**config.mk**
```make
export PLATFORM = sky130hd
export DESIGN_NAME = tx_axis_frame_arbiter
export DESIGN_NICKNAME = d
export VERILOG_FILES = /design/src/rtl/tx_axis_pkg.sv /design/src/rtl/rr_arbiter.sv /design/src/rtl/tx_axis_frame_arbiter.sv
export SDC_FILE = /design/constraint.sdc
export NUM_CORES = 1
export LEC_CHECK = 0
export ABC_AREA = 0
export CAP_MARGIN = 25
export CORE_ASPECT_RATIO = 0.8
export CORE_UTILIZATION = 33
export DETAILED_ROUTE_END_ITERATION = 8
export PLACE_DENSITY = 0.95
export SYNTH_ARGS = -nofsm -noshare
export SYNTH_HDL_FRONTEND = slang
export SYNTH_SLANG_ARGS = --single-unit
```
**constraint.sdc**
```tcl
create_clock -name tx_clk -period 3.35 [get_ports tx_clk]
set_input_delay 0.5025 -clock tx_clk [delete_from_list [all_inputs] [get_ports tx_clk]]
set_output_delay 0.5025 -clock tx_clk [all_outputs]
set_load 0.05 [all_outputs]
```
**src/rtl/tx_axis_pkg.sv**
```systemverilog
// tx_axis_pkg: AXIS widths, frame-length limits and arbiter state encoding shared by the TX path.
package tx_axis_pkg;
  localparam int TX_AXIS_DW     = 32;
  localparam int TX_AXIS_DB     = TX_AXIS_DW / 8;
  localparam int TX_MAX_PAYLOAD = 1500;
  // payload plus 14 B header and 4 B FCS, rounded up to whole beats
  localparam int TX_MAX_FRAME   = TX_MAX_PAYLOAD + 18;
  localparam int TX_MAX_BEATS   = (TX_MAX_FRAME + TX_AXIS_DB - 1) / TX_AXIS_DB;
  typedef enum logic [1:0] {
    ST_IDLE  = 2'd0,
    ST_PASS  = 2'd1,
    ST_DRAIN = 2'd2
  } arb_state_e;
endpackage

```
**src/rtl/rr_arbiter.sv**
```systemverilog
// rr_arbiter: combinational round-robin picker with optional fixed priority for requester 0.
module rr_arbiter
  import tx_axis_pkg::*;
#(
  parameter int N = 2,
  localparam int IW = (N > 1) ? $clog2(N) : 1
) (
  input  logic [N-1:0]  req_i,
  input  logic [IW-1:0] ptr_i,
  input  logic          prio_i,
  output logic [N-1:0]  gnt_o,
  output logic [IW-1:0] idx_o
);
  logic          found;
  logic [IW-1:0] c;
  always_comb begin
    idx_o = '0;
    found = 1'b0;
    c     = '0;
    for (int i = 1; i <= N; i++) begin
      c = IW'((int'(ptr_i) + i) % N);
      if (!found && req_i[c]) begin
        found = 1'b1;
        idx_o = c;
      end
    end
    if (prio_i && req_i[0]) idx_o = '0;
    gnt_o = (|req_i) ? N'(1) << idx_o : '0;
  end
endmodule

```
**src/rtl/tx_axis_frame_arbiter.sv**
```systemverilog
// tx_axis_frame_arbiter: frame-atomic AXIS mux in front of the TX MAC, with runaway-frame
// truncation so a stuck source cannot hold the MAC forever.
module tx_axis_frame_arbiter
  import tx_axis_pkg::*;
#(
  parameter int NUM_PORTS       = 2,
  parameter int AXIS_DATA_WIDTH = TX_AXIS_DW,
  parameter int AXIS_DATA_BYTES = AXIS_DATA_WIDTH / 8,
  parameter int MAX_BEATS       = TX_MAX_BEATS,
  parameter bit PRIO_PORT0      = 1'b0
) (
  input  logic                                 tx_clk,
  input  logic                                 tx_rst,
  input  logic [NUM_PORTS*AXIS_DATA_WIDTH-1:0] s_tdata,
  input  logic [NUM_PORTS*AXIS_DATA_BYTES-1:0] s_tkeep,
  input  logic [NUM_PORTS-1:0]                 s_tvalid,
  input  logic [NUM_PORTS-1:0]                 s_tlast,
  output logic [NUM_PORTS-1:0]                 s_tready,
  output logic [AXIS_DATA_WIDTH-1:0]           m_tdata,
  output logic [AXIS_DATA_BYTES-1:0]           m_tkeep,
  output logic                                 m_tvalid,
  output logic                                 m_tlast,
  input  logic                                 m_tready,
  output logic [NUM_PORTS-1:0]                 grant,
  output logic                                 busy,
  output logic                                 trunc_err
);
  localparam int IW = (NUM_PORTS > 1) ? $clog2(NUM_PORTS) : 1;
  localparam int CW = $clog2(MAX_BEATS + 1);
  arb_state_e                 state_q, state_d;
  logic [NUM_PORTS-1:0]       grant_q, grant_d, win_oh;
  logic [IW-1:0]              idx_q, idx_d, rr_ptr_q, rr_ptr_d, win_idx;
  logic [CW-1:0]              beat_cnt_q, beat_cnt_d;
  logic                       trunc_q, trunc_d, hs, at_max, pass;
  logic [AXIS_DATA_WIDTH-1:0] dat [NUM_PORTS];
  logic [AXIS_DATA_BYTES-1:0] kep [NUM_PORTS];
  for (genvar k = 0; k < NUM_PORTS; k++) begin : g_unpack
    assign dat[k] = s_tdata[k*AXIS_DATA_WIDTH +: AXIS_DATA_WIDTH];
    assign kep[k] = s_tkeep[k*AXIS_DATA_BYTES +: AXIS_DATA_BYTES];
  end
  rr_arbiter #(.N(NUM_PORTS)) u_pick (
    .req_i  (s_tvalid),
    .ptr_i  (rr_ptr_q),
    .prio_i (PRIO_PORT0),
    .gnt_o  (win_oh),
    .idx_o  (win_idx)
  );
  assign pass   = state_q == ST_PASS;
  assign at_max = beat_cnt_q == CW'(MAX_BEATS - 1);
  assign hs     = pass && s_tvalid[idx_q] && m_tready;
  always_comb begin
    state_d    = state_q;
    grant_d    = grant_q;
    idx_d      = idx_q;
    rr_ptr_d   = rr_ptr_q;
    beat_cnt_d = beat_cnt_q;
    trunc_d    = 1'b0;
    if (state_q == ST_IDLE && |s_tvalid) begin
      state_d  = ST_PASS;
      grant_d  = win_oh;
      idx_d    = win_idx;
      rr_ptr_d = win_idx;
    end
    if (hs) begin
      beat_cnt_d = beat_cnt_q + CW'(1);
      state_d    = s_tlast[idx_q] ? ST_IDLE : at_max ? ST_DRAIN : ST_PASS;
      trunc_d    = !s_tlast[idx_q] && at_max;
    end
    if (state_q == ST_DRAIN && s_tvalid[idx_q] && s_tlast[idx_q]) state_d = ST_IDLE;
    // leaving a frame always releases the grant and rearms the length limit
    if (state_d == ST_IDLE) begin
      grant_d    = '0;
      beat_cnt_d = '0;
    end
  end
  always_ff @(posedge tx_clk) begin
    if (tx_rst) begin
      state_q    <= ST_IDLE;
      grant_q    <= '0;
      idx_q      <= '0;
      rr_ptr_q   <= IW'(NUM_PORTS - 1);
      beat_cnt_q <= '0;
      trunc_q    <= 1'b0;
    end else begin
      state_q    <= state_d;
      grant_q    <= grant_d;
      idx_q      <= idx_d;
      rr_ptr_q   <= rr_ptr_d;
      beat_cnt_q <= beat_cnt_d;
      trunc_q    <= trunc_d;
    end
  end
  // m_tvalid never depends on m_tready: the MAC ready is registered on its side
  assign m_tvalid  = pass && s_tvalid[idx_q];
  assign m_tlast   = pass && (s_tlast[idx_q] || at_max);
  assign m_tdata   = pass ? dat[idx_q] : '0;
  assign m_tkeep   = pass ? kep[idx_q] : '0;
  assign s_tready  = pass ? (m_tready ? grant_q : '0) : (state_q == ST_DRAIN ? grant_q : '0);
  assign grant     = grant_q;
  assign busy      = state_q != ST_IDLE;
  assign trunc_err = trunc_q;
endmodule

```
==> results.txt <==
Setup crit start kind: input port
Die Y: 59.1 um
Die X-Extent: 73.4 um
Cells after DPL: 341
root cell of the clock tree: clkbuf_8
All-Layer GR Usage: 21.1%
syn_nets: 253
Num CTS Buffers: 3
routed vias: 1,648
Post-Route Skew: 4.37 ps
R2R Setup Slk: 1020 ps
drt pass-1 iters: 4
Worst slew margin: 63.0%
Layout area overhead: 97.1%
Rows: 20
Detailed Place HPWL: 3.87 mm
Crit Path Class: in -> out
Worst R2R Path Depth: 5
Finished Layout Cells: 344
dpl ws: 591 ps
CTS tree: built
asr flop ratio synth: 0%
I/O pins: 123
Mapped Cells: 173
worst skew pair latency: 250 ps
busiest layer in global routing: met2
WL final: 4.74 mm
Worst-Margin Slew: 553 ps
unrepaired setup endpoints after global routing: false
met2 Use GR: 39.7%
GR Util met3: 5.44%
min-delay worst type: reg -> reg
wire length per cell: 13.8 um
final instance area: 2650 um2
Placement Cell Area: 2610 um2
PD cells: 282 nW/um2
setup bufs post-CTS: 0
worst setup margin: 605 ps
reg2reg end: grant[0]$_SDFFE_PP0P_
WP data arrival: 2240 ps
Final ANT Viol Nets: 0
CP max FO: 4
Antenna Diode Count: 0
largest net degree at the start of global routing: 39
Clock transition at path regs: 50 ps
clock net sink count: 16
Syn. warnings: 0
layout cells sized above 1: 4.84%
worst flop-to-flop path startpoint: idx_q$_SDFFE_PP0P_
post-synthesis sequential area ratio: 23.8%
CP required: 2850 ps
status: complete, no violations
Final Wtd Congestion: 0.856
Post-Route Setup TNS: 0 ps
count of final setup violators: 0
element type at the critical path end: output port
max-slew violations: 0
Final Net Count: 371
commonest register cell after synthesis: dfxtp_1
Final min period: 2750 ps
Synth cell types: 35
# hold bufs at CTS: 0
Crit. Startpoint: m_tready
hold_sp: grant[0]$_SDFFE_PP0P_
initial drt markers: 31
# DRC: 0
EDFF count, synth: 0
Leak: 0.959 nW
crit share post-route: 81.9%
Syn Area/Cell: 7.78 um2
GR Util met1: 24.0%
grt ovf: 0
Yosys reg bits: 16
cts repair resizes: 0
H-tree depth: 1
Final Hold Viols: 0
hold endpoint: grant[0]$_SDFFE_PP0P_
fmax: 364 MHz
Max VDD drop: 286 uV
Max Buffers Root-to-Sink: 2
maxcap violations: 0
initial core utilization: 34.9%
antenna violations before repair: 0
hold path depth: 2
first-pass GRT wire length: 7.13 mm
final core occ: 68.9%
number of global-route vias before repair: 1,595
DIE AREA: 4340 um2
DR vias/cell: 4.79
Post-Synthesis Cell Area: 1350 um2
port bufs: 122
CORE AREA: 3850 um2
## layer usage
metal  up-vias  routed length (um)
met1       725                1960
met2        75                2370
met5         -                   0
met4         0                  71
met3         6                 346
li1        842                   -
## cell usage after synthesis (4+ instances only)
master,n,area (um2)
o21ai_0,5,25.0
mux2i_1,39,390
xnor2_1,4,35.0
a21oi_1,11,55.1
inv_1,6,22.5
buf_2,6,30.0
dfxtp_1,16,320
nand2_1,8,30.0
nor2_1,40,150
## power by group
part	switching (W)	internal, W	total (W)
sequential	0.00000842	0.000196	0.000204
combinational	0.000220	0.000185	0.000405
clock	0.0000599	0.0000796	0.000139
total	0.000289	0.000460	0.000749
## worst max-delay path by stage
stage	endpoint	slack [ps]	depth (start not counted)
final	s_tready[1]	600	5
after global routing	s_tready[1]	540	5
after CTS	s_tready[1]	590	5
after detailed placement	s_tready[1]	590	5
after global placement	s_tready[1]	640	5
after floorplan	m_tdata[10]	1160	5
## critical path: stages
cell	delay (ps)
clkdlybuf4s50_1	480
nand3b_1	130
o21ai_0	150
and2_1	170
clkdlybuf4s50_1	800
## sequential cells by signal, indices dropped and copies added, names as in the netlist
signal      flops
beat_cnt_q      9
rr_ptr_q        1
grant           2
trunc_err       1
state_q         2
idx_q           1
## cells in the final DEF, fill, tap and decap left out, types with 2 or more instances in the layout
cell and count:
xnor2_1 4, or3_1 3, inv_2 2, nand2_1 8
o21ai_0 5, dfxtp_1 15, nor4_1 2, nand3_1 2
clkdlybuf4s50_1 122, nand4_1 3, a22oi_2 2, and2_1 3
a21oi_1 11, inv_1 6, mux2i_1 39, clkbuf_8 3
nor2_1 40
## cell families after synthesis
group	after synthesis	share of synthesized area, %
compound gates	25	12.5
xor+xnor	5	3.25
fa+ha+maj	1	0.929
buf+inv	19	6.13
flops	16	23.8
mux	41	30.9
simple gates	66	22.4
## through the flow
step | power (W) | hold WS [ps]
floorplan | 0.000432 | 466
global placement | 0.000608 | 483
detailed placement | 0.000614 | 481
CTS | 0.000757 | 498
global route | 0.000785 | 527
finish | 0.000749 | 489
## layout make-up
type	instances	area, um2
multi-input cells	138	943
inverters	8	30.0
flip-flops and latches	16	322
repair buffers	124	1250
fillers	329	1200
well taps	55	68.8
clock buffers	3	41.3
Power figures use the tool's default switching activity.
